<file path="src/rtl/uart_pkg.sv">
// Shared definitions for the UART transmit path.
// UART_FRAME_TX_PARITY_EN adds the PARITY state for 8E1 framing.
package uart_pkg;

    localparam int unsigned UART_DATA_BITS = 8;
    localparam int unsigned UART_STOP_BITS = 1;

    typedef enum logic [2:0] {
        StIdle   = 3'd0,
        StStart  = 3'd1,
        StData   = 3'd2,
`ifdef UART_FRAME_TX_PARITY_EN
        StParity = 3'd3,
`endif
        StStop   = 3'd4,
        StGap    = 3'd5
    } uart_state_e;

    // Counter width for values 0..n-1; never narrower than one bit.
    function automatic int unsigned clog2(input int unsigned n);
        int unsigned res;
        res = 0;
        for (int i = 0; i < 32; i++) begin
            if ((32'd1 << i) < n) begin
                res = i + 1;
            end
        end
        return (res == 0) ? 1 : res;
    endfunction

endpackage

</file>
<file path="src/rtl/uart_byte_tx.sv">
// Baud counter plus single-byte serialiser: START, DATA, optional PARITY, STOP.
// byte_done is high in the last cycle of the stop bit; a load in that cycle chains seamlessly.
module uart_byte_tx
    import uart_pkg::*;
#(
    parameter int unsigned DIV = 434
) (
    input  logic       sys_clk,
    input  logic       rst_n,
    input  logic       load,
    input  logic [7:0] byte_in,
    output logic       tx,
    output logic       byte_done
);

    localparam int unsigned CntW = clog2(DIV);

    uart_state_e     state_q, state_d;
    logic [CntW-1:0] cnt_q, cnt_d;
    logic [2:0]      bit_q, bit_d;
    logic [7:0]      shift_q, shift_d;
    logic            tx_q, tx_d;
    logic            bit_end;

    assign bit_end = (cnt_q == CntW'(DIV - 1));

    always_comb begin
        state_d   = state_q;
        cnt_d     = bit_end ? '0 : cnt_q + 1'b1;
        bit_d     = bit_q;
        shift_d   = shift_q;
        tx_d      = tx_q;
        byte_done = 1'b0;

        unique case (state_q)
            StIdle: begin
                cnt_d = '0;
                tx_d  = 1'b1;
            end
            StStart: begin
                if (bit_end) begin
                    state_d = StData;
                    tx_d    = shift_q[0];
                end
            end
            StData: begin
                if (bit_end) begin
                    if (bit_q == 3'(UART_DATA_BITS - 1)) begin
`ifdef UART_FRAME_TX_PARITY_EN
                        state_d = StParity;
                        tx_d    = ^shift_q;
`else
                        state_d = StStop;
                        tx_d    = 1'b1;
`endif
                    end else begin
                        bit_d = bit_q + 3'd1;
                        tx_d  = shift_q[bit_d];
                    end
                end
            end
`ifdef UART_FRAME_TX_PARITY_EN
            StParity: begin
                if (bit_end) begin
                    state_d = StStop;
                    tx_d    = 1'b1;
                end
            end
`endif
            StStop: begin
                if (bit_end) begin
                    byte_done = 1'b1;
                    state_d   = StIdle;
                    tx_d      = 1'b1;
                end
            end
            default: begin
                state_d = StIdle;
                cnt_d   = '0;
                tx_d    = 1'b1;
            end
        endcase

        if (load) begin
            state_d = StStart;
            cnt_d   = '0;
            bit_d   = '0;
            shift_d = byte_in;
            tx_d    = 1'b0;
        end
    end

    always_ff @(posedge sys_clk or negedge rst_n) begin
        if (!rst_n) begin
            state_q <= StIdle;
            cnt_q   <= '0;
            bit_q   <= '0;
            shift_q <= '0;
            tx_q    <= 1'b1;
        end else begin
            state_q <= state_d;
            cnt_q   <= cnt_d;
            bit_q   <= bit_d;
            shift_q <= shift_d;
            tx_q    <= tx_d;
        end
    end

    assign tx = tx_q;

endmodule

</file>
<file path="src/rtl/uart_frame_tx.sv">
// Multi-byte UART transmitter: latches N_BYTES on start, sends byte 0 first, pulses done.
// Define UART_FRAME_TX_PARITY_EN for 8E1 framing instead of 8N1.
module uart_frame_tx
    import uart_pkg::*;
#(
    parameter int unsigned CLK_FREQ = 50_000_000,
    parameter int unsigned BAUD     = 115_200,
    parameter int unsigned N_BYTES  = 5,
    parameter int unsigned GAP_BITS = 0
) (
    input  logic                   sys_clk,
    input  logic                   rst_n,
    input  logic                   start,
    input  logic [8*N_BYTES-1:0]   data,
    output logic                   uart_tx,
    output logic                   busy,
    output logic                   done
);

    localparam int unsigned DIV       = CLK_FREQ / BAUD;
    localparam int unsigned IdxW      = clog2(N_BYTES);
    localparam int unsigned GapCycles = GAP_BITS * DIV;
    localparam int unsigned GapW      = clog2(GapCycles + 1);

    // Top-level phase: StData means a byte is owned by the serialiser.
    uart_state_e          state_q, state_d;
    logic [8*N_BYTES-1:0] data_q, data_d;
    logic [IdxW-1:0]      idx_q, idx_d;
    logic [GapW-1:0]      gap_q, gap_d;
    logic                 done_q, done_d;
    logic                 load;
    logic [7:0]           byte_sel;
    logic                 byte_done;
    logic                 last_byte;

    assign last_byte = (idx_q == IdxW'(N_BYTES - 1));

    always_comb begin
        state_d  = state_q;
        data_d   = data_q;
        idx_d    = idx_q;
        gap_d    = gap_q;
        done_d   = 1'b0;
        load     = 1'b0;
        byte_sel = data_q[{idx_q, 3'b000} +: 8];

        unique case (state_q)
            StIdle: begin
                if (start) begin
                    data_d   = data;
                    idx_d    = '0;
                    load     = 1'b1;
                    byte_sel = data[7:0];
                    state_d  = StData;
                end
            end
            StData: begin
                if (byte_done) begin
                    if (last_byte) begin
                        idx_d   = '0;
                        done_d  = 1'b1;
                        state_d = StIdle;
                    end else begin
                        idx_d = idx_q + 1'b1;
                        if (GAP_BITS == 0) begin
                            load     = 1'b1;
                            byte_sel = data_q[{idx_d, 3'b000} +: 8];
                        end else begin
                            gap_d   = '0;
                            state_d = StGap;
                        end
                    end
                end
            end
            StGap: begin
                if (gap_q == GapW'(GapCycles - 1)) begin
                    gap_d   = '0;
                    load    = 1'b1;
                    state_d = StData;
                end else begin
                    gap_d = gap_q + 1'b1;
                end
            end
            default: begin
                state_d = StIdle;
            end
        endcase
    end

    always_ff @(posedge sys_clk or negedge rst_n) begin
        if (!rst_n) begin
            state_q <= StIdle;
            data_q  <= '0;
            idx_q   <= '0;
            gap_q   <= '0;
            done_q  <= 1'b0;
        end else begin
            state_q <= state_d;
            data_q  <= data_d;
            idx_q   <= idx_d;
            gap_q   <= gap_d;
            done_q  <= done_d;
        end
    end

    uart_byte_tx #(
        .DIV (DIV)
    ) u_byte_tx (
        .sys_clk   (sys_clk),
        .rst_n     (rst_n),
        .load      (load),
        .byte_in   (byte_sel),
        .tx        (uart_tx),
        .byte_done (byte_done)
    );

    assign busy = (state_q != StIdle);
    assign done = done_q;

endmodule

</file>
<file path="config.mk">
export PLATFORM = sky130hd
export DESIGN_NAME = uart_frame_tx
export DESIGN_NICKNAME = d
export VERILOG_FILES = /design/src/rtl/uart_pkg.sv /design/src/rtl/uart_byte_tx.sv /design/src/rtl/uart_frame_tx.sv
export SDC_FILE = /design/constraint.sdc
export NUM_CORES = 1
export LEC_CHECK = 0
export CORE_MARGIN = 1
export CORE_UTILIZATION = 60
export DETAILED_ROUTE_END_ITERATION = 12
export GPL_TIMING_DRIVEN = 1
export PLACE_DENSITY_LB_ADDON = 0.3
export SLEW_MARGIN = 20
export SYNTH_ARGS = -nofsm -noshare
export SYNTH_HDL_FRONTEND = slang
export SYNTH_HIERARCHICAL = 1
export SYNTH_SLANG_ARGS = --single-unit
</file>
<file path="constraint.sdc">
create_clock -name sys_clk -period 5.7 [get_ports sys_clk]
set_input_delay 0.855 -clock sys_clk [delete_from_list [all_inputs] [get_ports sys_clk]]
set_output_delay 0.855 -clock sys_clk [all_outputs]
set_load 0.005 [all_outputs]
</file>
==> flow_summary.toml, run 1 <==
[run_status]
outcome = "finished, final reports clean"

[timing]
finalSetupViolCount = 0
tns_ns = 0
worst-slew-pin-transition_ns = 0.892
slew_violations = 0
fin_crit_ns = 3.14
max_freq_mhz = 319
finClkSkew_ns = 0.00581
timing.final.crit_share_pct = 55.1
rsz0062_at_grt = "false"
final_hold_viol_count = 0
max_slew_margin_pct = 40.2

[routing]
drt-total-wl_um = 8090
routed_via_density = 5.83
num_vias = 2936
ant_nets = 0
drtPass1Iterations = 4
drt_iter0_markers = 133
wire_per_inst_um = 16.0
drc_errors = 0

[global_route]
grtUsageMet1_pct = 38.2
antenna_found_initial = 0
grt_pass1_wl_um = 13700
track_usage_pct = 27.8
met3_usage_pct = 6.85
gr-usage-met2_pct = 43.0
grt_max_degree = 70
gr-max-usage-layer = "met2"
overflow = 0
first_global_vias = 2904

[synthesis]
synth_edf_count = 0
synth_nets = 436
synth_area_um2 = 3760
seq_area_frac_synth_pct = 46.0
synth_cell_type_count = 56
avgSynthCellArea_um2 = 9.71
synth_seq_cells = 69
synthCells = 387
async_flop_share_pct = 100
yosys_warnings = 6
synth_ff_type = "dfrtp_1"

[final_layout]
drive_above_1_share_pct = 12.6
layout.cells.non_filler = 504
n_fill_cell = 417
area_growth_pct = 18.1
nets = 473
diodes = 0

[power_and_ir_drop]
p_per_area_nw_per_um2 = 290
p_leak_nw = 1.99
vdd.ir_drop.worst_uv = 193

[worst_setup_path]
cp_max_fo = 24
r2r_cells = 6
rrSetupSlack_ns = 2.56
path_cells = "inv_2 -> ha_1 -> mux4_2 -> a22oi_1 -> o211ai_1 -> mux2_2"
worstPathArrival_ns = 3.37
slowest_stage = "dfrtp_1"
end_kind = "register"
critPathMaxStageDelay_ns = 0.93
critical_path_class = "register to register"
worst_setup_path_start_kind = "register"
worstPathRequired_ns = 5.93

[hold_path]
min_path_type = "register to register"
min_path_cells = 1

[floorplan]
die_w_um = 81.1
rows = 28
core_area_um2 = 5990
floorplan.die_area_um2 = 6580
io_pins = 46
initial_core_util_pct = 62.7
die_y_um = 81.1

[clock_tree]
cts_resized = 0
cts_hold_buf = 0
clock-sinks = 69
cts-htree-levels = 3
cts_tree = "done"
clk_path_buf_depth = 2
postCtsSetupBuffers = 0
worstSkewPairLatency_ns = 0.34
cts-buffers-inserted = 9
path_clk_slew_ns = 0.07
cts_root_buf = "clkbuf_8"

[placement]
place_hpwl_um = 5640
portBuffers = 45
gp_congestion = 0.895
placed_cells = 488

[run]
maxCapViolations = 0
-- cells in the mapped netlist, types with 2 or more instances --
library cell / count / area share, %
a211o_1: 3 / 0.70
xnor2_1: 6 / 1.4
mux2i_1: 9 / 2.4
and2_1: 2 / 0.33
nand4_1: 4 / 0.67
nor2_1: 10 / 1.0
o21ai_1: 2 / 0.27
o211a_1: 2 / 0.53
o211ai_1: 7 / 1.4
nand2b_1: 4 / 0.67
mux4_2: 13 / 7.8
o22ai_1: 3 / 0.50
xor2_1: 5 / 1.2
nand3_1: 13 / 1.7
inv_1: 5 / 0.50
clkbuf_1: 12 / 1.2
dfrtp_1: 68 / 45
a22oi_1: 5 / 1.0
a21oi_1: 9 / 1.2
nor3_1: 12 / 1.6
mux2_1: 3 / 0.90
nand2_1: 131 / 13
nor2b_1: 3 / 0.50
buf_2: 7 / 0.93
mux2_2: 8 / 2.4
and3_1: 6 / 1.0
ha_1: 6 / 2.0
-- through the flow --
stage / cell area (µm²) / util, % / total power, mW / hold WS (ns) / setup WS, ns
6_report: 4430 / 74.0 / 1.29 / 0.497 / 2.56
2_1_floorplan: 3760 / - / 0.775 / 0.455 / 3.08
4_1_cts: 4430 / 74.0 / 1.29 / 0.504 / 2.49
5_1_grt: 4430 / 74.0 / 1.35 / 0.531 / 2.32
3_5_place_dp: 4220 / 70.4 / 0.863 / 0.490 / 2.50
3_3_place_gp: 4220 / 70.4 / 0.848 / 0.472 / 2.57
-- worst max-delay path: cells and delay by family, from the launching register on --
kind            cells  cell delay [ns]
fa+ha+maj           1             0.74
flops               1             0.93
compound gates      2             0.31
mux                 2             0.88
buf+inv             1             0.16
-- cells in the final DEF (no fill, tap or decap), types with 9 or more instances in the layout --
cell type and count:
clkbuf_8 9, nor3_1 12, clkdlybuf4s50_1 44, mux4_2 13
a21oi_1 9, dfrtp_1 68, mux2i_1 9, nor2_1 10
nand2_1 130, nand3_1 13
-- worst paths after layout --
path                                                   start                          endpoint
worst max-delay path                    idx_q[0]$_DFFE_PN0P_  u_byte_tx/shift_q[3]$_DFFE_PN0P_
worst min-delay path            u_byte_tx/cnt_q[0]$_DFF_PN0_      u_byte_tx/cnt_q[0]$_DFF_PN0_
worst max register to register          idx_q[0]$_DFFE_PN0P_  u_byte_tx/shift_q[3]$_DFFE_PN0P_
worst min register to register  u_byte_tx/cnt_q[0]$_DFF_PN0_      u_byte_tx/cnt_q[0]$_DFF_PN0_
max in group asynchronous                              rst_n            data_q[36]$_DFFE_PN0P_
min in group asynchronous                              rst_n            state_q[1]$_DFFE_PN0P_
-- metal layers --
metal  wire, µm  vias up
li1           -     1424
met1       3690     1410
met2       3820       88
met3        441       14
met4        138        0
met5          0        -
-- cell type report --
cell class | instances | area [µm²] | share of cell area (%)
Inverter | 7 | 26.3 | 0.593
Clock inverter | 7 | 90.1 | 2.03
Clock buffer | 9 | 124 | 2.79
Tap cell | 75 | 93.8 | 2.12
Timing Repair Buffer | 48 | 468 | 10.6
Sequential cell | 69 | 1730 | 39.0
Multi-Input combinational cell | 289 | 1900 | 42.9
-- registers in the layout, indices dropped and copies added, names as in the netlist --
name	flops
u_byte_tx/cnt_q	9
u_byte_tx/bit_q	3
idx_q	3
u_byte_tx/tx	1
state_q	1
u_byte_tx/state_q	3
done	1
u_byte_tx/shift_q	8
data_q	40
-- report_power, final --
| part | internal (mW) | leakage (nW) | switching, mW |
|---|---|---|---|
| clock network | 0.244 | 0.105 | 0.187 |
| logic | 0.128 | 1.03 | 0.0983 |
| registers | 0.555 | 0.856 | 0.0761 |
| total | 0.926 | 1.99 | 0.361 |
-- cell families (layout without fill, tap and decap cells) --
kind of cell	Yosys count	count (layout)	share of synthesized area (%)
AOI/OAI and AO/OA	43	43	9.03
muxes	33	33	13.5
xor gates and xnor gates	11	11	2.56
buffers and inverters	29	71	3.43
DFF	69	69	46.0
adders and majority gates	6	6	2.00
and+or+nand+nor	196	196	23.5
No activity file was read; power rests on OpenSTA's default activity.
==> run 2: changes to the inputs <==
--- a/config.mk
+++ b/config.mk
@@ -6,7 +6,7 @@
 export NUM_CORES = 1
 export LEC_CHECK = 0
 export CORE_MARGIN = 1
-export CORE_UTILIZATION = 60
+export CORE_UTILIZATION = 56
 export DETAILED_ROUTE_END_ITERATION = 12
 export GPL_TIMING_DRIVEN = 1
 export PLACE_DENSITY_LB_ADDON = 0.3
==> constraint.sdc (replaced) <==
create_clock -name sys_clk -period 3.3 [get_ports sys_clk]
set_input_delay 0.495 -clock sys_clk [delete_from_list [all_inputs] [get_ports sys_clk]]
set_output_delay 0.495 -clock sys_clk [all_outputs]
set_load 0.005 [all_outputs]
==> run 2 against run 1 <==
Net effect: clock skew rose by 0.0036 ns; worst setup slack got worse by 2.0 ns; sequential power increased by 71%; first-iteration DRC count grew 22%; hold slack got worse by 0.22 ns; non-clock buffer count is 7 higher; largest cell class unchanged; critical endpoint is now u_byte_tx/tx$_DFFE_PN1P_; sequential share of layout area decreased by 0.94 points; highest routed layer unchanged; routed wire length grew 6.5%; fmax up 16%.
==> flow_summary.toml, run 2 (synthesis results as in run 1) <==
[run_status]
outcome = "finished, final reports clean"

[final_layout]
area_growth_pct = 21.0
nets = 480
n_fill_cell = 498
top_register = "data_q"
diodes = 0
largest_reg_flops = 40
regArea_um2 = 1730
final_cell_mix = "nand2_1, dfrtp_1, clkdlybuf4s50_1"
largestRegisters = "data_q x40, u_byte_tx/cnt_q x9, u_byte_tx/shift_q x8"
final_area_um2 = 4540
multi_input_area_um2 = 1900
layout.cells.non_filler = 513
drive_above_1_share_pct = 13.8
final_common_cell = "nand2_1"

[placement]
placed_cells = 497
dpl_cell_area_um2 = 4270
place_hpwl_um = 6070
portBuffers = 45
gp_congestion = 0.846

[clock_tree]
cts_resized = 0
clk_path_buf_depth = 2
cts_tree = "done"
cts_hold_buf = 0
cts-buffers-inserted = 9
cts-htree-levels = 3
path_clk_slew_ns = 0.08
clock-sinks = 69
cts_root_buf = "clkbuf_8"
postCtsSetupBuffers = 0
worstSkewPairLatency_ns = 0.35

[routing]
wire_per_inst_um = 16.8
num_vias = 2981
drc_errors = 0
ant_nets = 0
drt_iter0_markers = 162
drtPass1Iterations = 4
drt-total-wl_um = 8610
routed_via_density = 5.81

[worst_setup_path]
slowest_stage = "nand2_1"
critPathTopFamily = "simple AND/OR/NAND/NOR gates"
end_kind = "register"
worst_setup_path_start_kind = "register"
path_cells = "inv_1 -> ha_1 -> and4b_1 -> nand4_1 -> nor3_1 -> nand3_1 -> nand2_1 -> buf_4 -> a211o_1 -> o32ai_2"
critical_path_class = "register to register"
critPathMaxStageDelay_ns = 0.47
path_buf_inv = 2
worstPathRequired_ns = 3.57
rrSetupSlack_ns = 0.59
cp_max_fo = 17
worstPathArrival_ns = 2.98

[floorplan]
rows = 29
die_y_um = 83.9
core_area_um2 = 6420
floorplan.die_area_um2 = 7040
io_pins = 46
initial_core_util_pct = 58.5
die_w_um = 83.9

[timing]
slew_violations = 0
max_slew_margin_pct = 39.1
final_hold_viol_count = 0
rsz0062_at_grt = "false"
max_freq_mhz = 370
timing.final.crit_share_pct = 82.0
finClkSkew_ns = 0.00938
finalSetupViolCount = 0
tns_ns = 0
worst-slew-pin-transition_ns = 0.913
fin_crit_ns = 2.71

[global_route]
antenna_found_initial = 0
overflow = 0
first_global_vias = 3129
track_usage_pct = 27.1
grt_pass1_wl_um = 14900
grt_max_degree = 45

[run]
maxCapViolations = 0

[power_and_ir_drop]
vdd.ir_drop.worst_uv = 371
p_per_area_nw_per_um2 = 532
p_total_mw = 2.42
p_leak_nw = 2.06

[hold_path]
min_path_type = "input pin to asynchronous set/reset pin"
run 2: cell count changes in the layout (fill, tap and decap cells not counted):
cell / before / now
buf_4: 3 / 10
bufinv_16: 2 / 4
clkbuf_8: 9 / 10
clkinv_2: 3 / 1
clkinv_4: 0 / 1
clkinvlp_4: 2 / 0
nand2_1: 130 / 131
nand2_2: 1 / 0
run 2: worst paths after layout:
path                                         startpoint                                to  cells past startpoint
max                        u_byte_tx/cnt_q[1]$_DFF_PN0_          u_byte_tx/tx$_DFFE_PN1P_                     10
min                                               rst_n      u_byte_tx/cnt_q[4]$_DFF_PN0_                      1
max reg2reg                u_byte_tx/cnt_q[1]$_DFF_PN0_          u_byte_tx/tx$_DFFE_PN1P_                     10
min reg2reg                u_byte_tx/cnt_q[0]$_DFF_PN0_      u_byte_tx/cnt_q[0]$_DFF_PN0_                      1
max in group asynchronous                         rst_n  u_byte_tx/shift_q[5]$_DFFE_PN0P_                      2
min in group sys_clk       u_byte_tx/cnt_q[0]$_DFF_PN0_      u_byte_tx/cnt_q[0]$_DFF_PN0_                      1
run 2: area by class of cell:
class / count / area share [%]
clock buffer: 10 / 3.03
clock inverter: 6 / 2.95
inverter: 7 / 0.578
multi-input combinational: 289 / 41.9
sequential: 69 / 38.0
tap: 77 / 2.12
timing repair buffer: 55 / 11.5
run 2: stage by stage:
stage / utilization, % / hold slack [ns] / worst slack (ns)
final: 70.8 / 0.276 / 0.595
after global routing: 70.8 / 0.364 / 0.359
after global placement: 66.5 / 0.474 / 0.743
after floorplan: - / 0.199 / 0.681
after CTS: 70.8 / 0.303 / 0.573
after detailed placement: 66.5 / 0.489 / 0.592
run 2: per-layer routing:
layer / routed length (µm) / part of all wire, % / global-route usage, % / vias to the layer above
met5: 0 / 0 / 0 / -
met4: 97 / 1.1 / 10.3 / 0
met3: 377 / 4.4 / 5.14 / 8
met2: 4230 / 49 / 43.3 / 73
met1: 3910 / 45 / 36.9 / 1473
li1: - / - / - / 1427
run 2: report_power, final:
| group | switching (mW) | leakage (nW) | internal, mW |
|---|---|---|---|
| Sequential | 0.125 | 0.856 | 0.958 |
| Clock | 0.330 | 0.136 | 0.599 |
| Combinational | 0.183 | 1.06 | 0.224 |
run 2: worst reg2reg max path: cells and delay by family (launching register included):
| kind | cells | cell delay, ns |
|---|---|---|
| fa+ha+maj | 1 | 0.15 |
| buf+inv | 2 | 0.40 |
| simple gates | 5 | 1.48 |
| compound gates | 2 | 0.20 |
| flops | 1 | 0.40 |
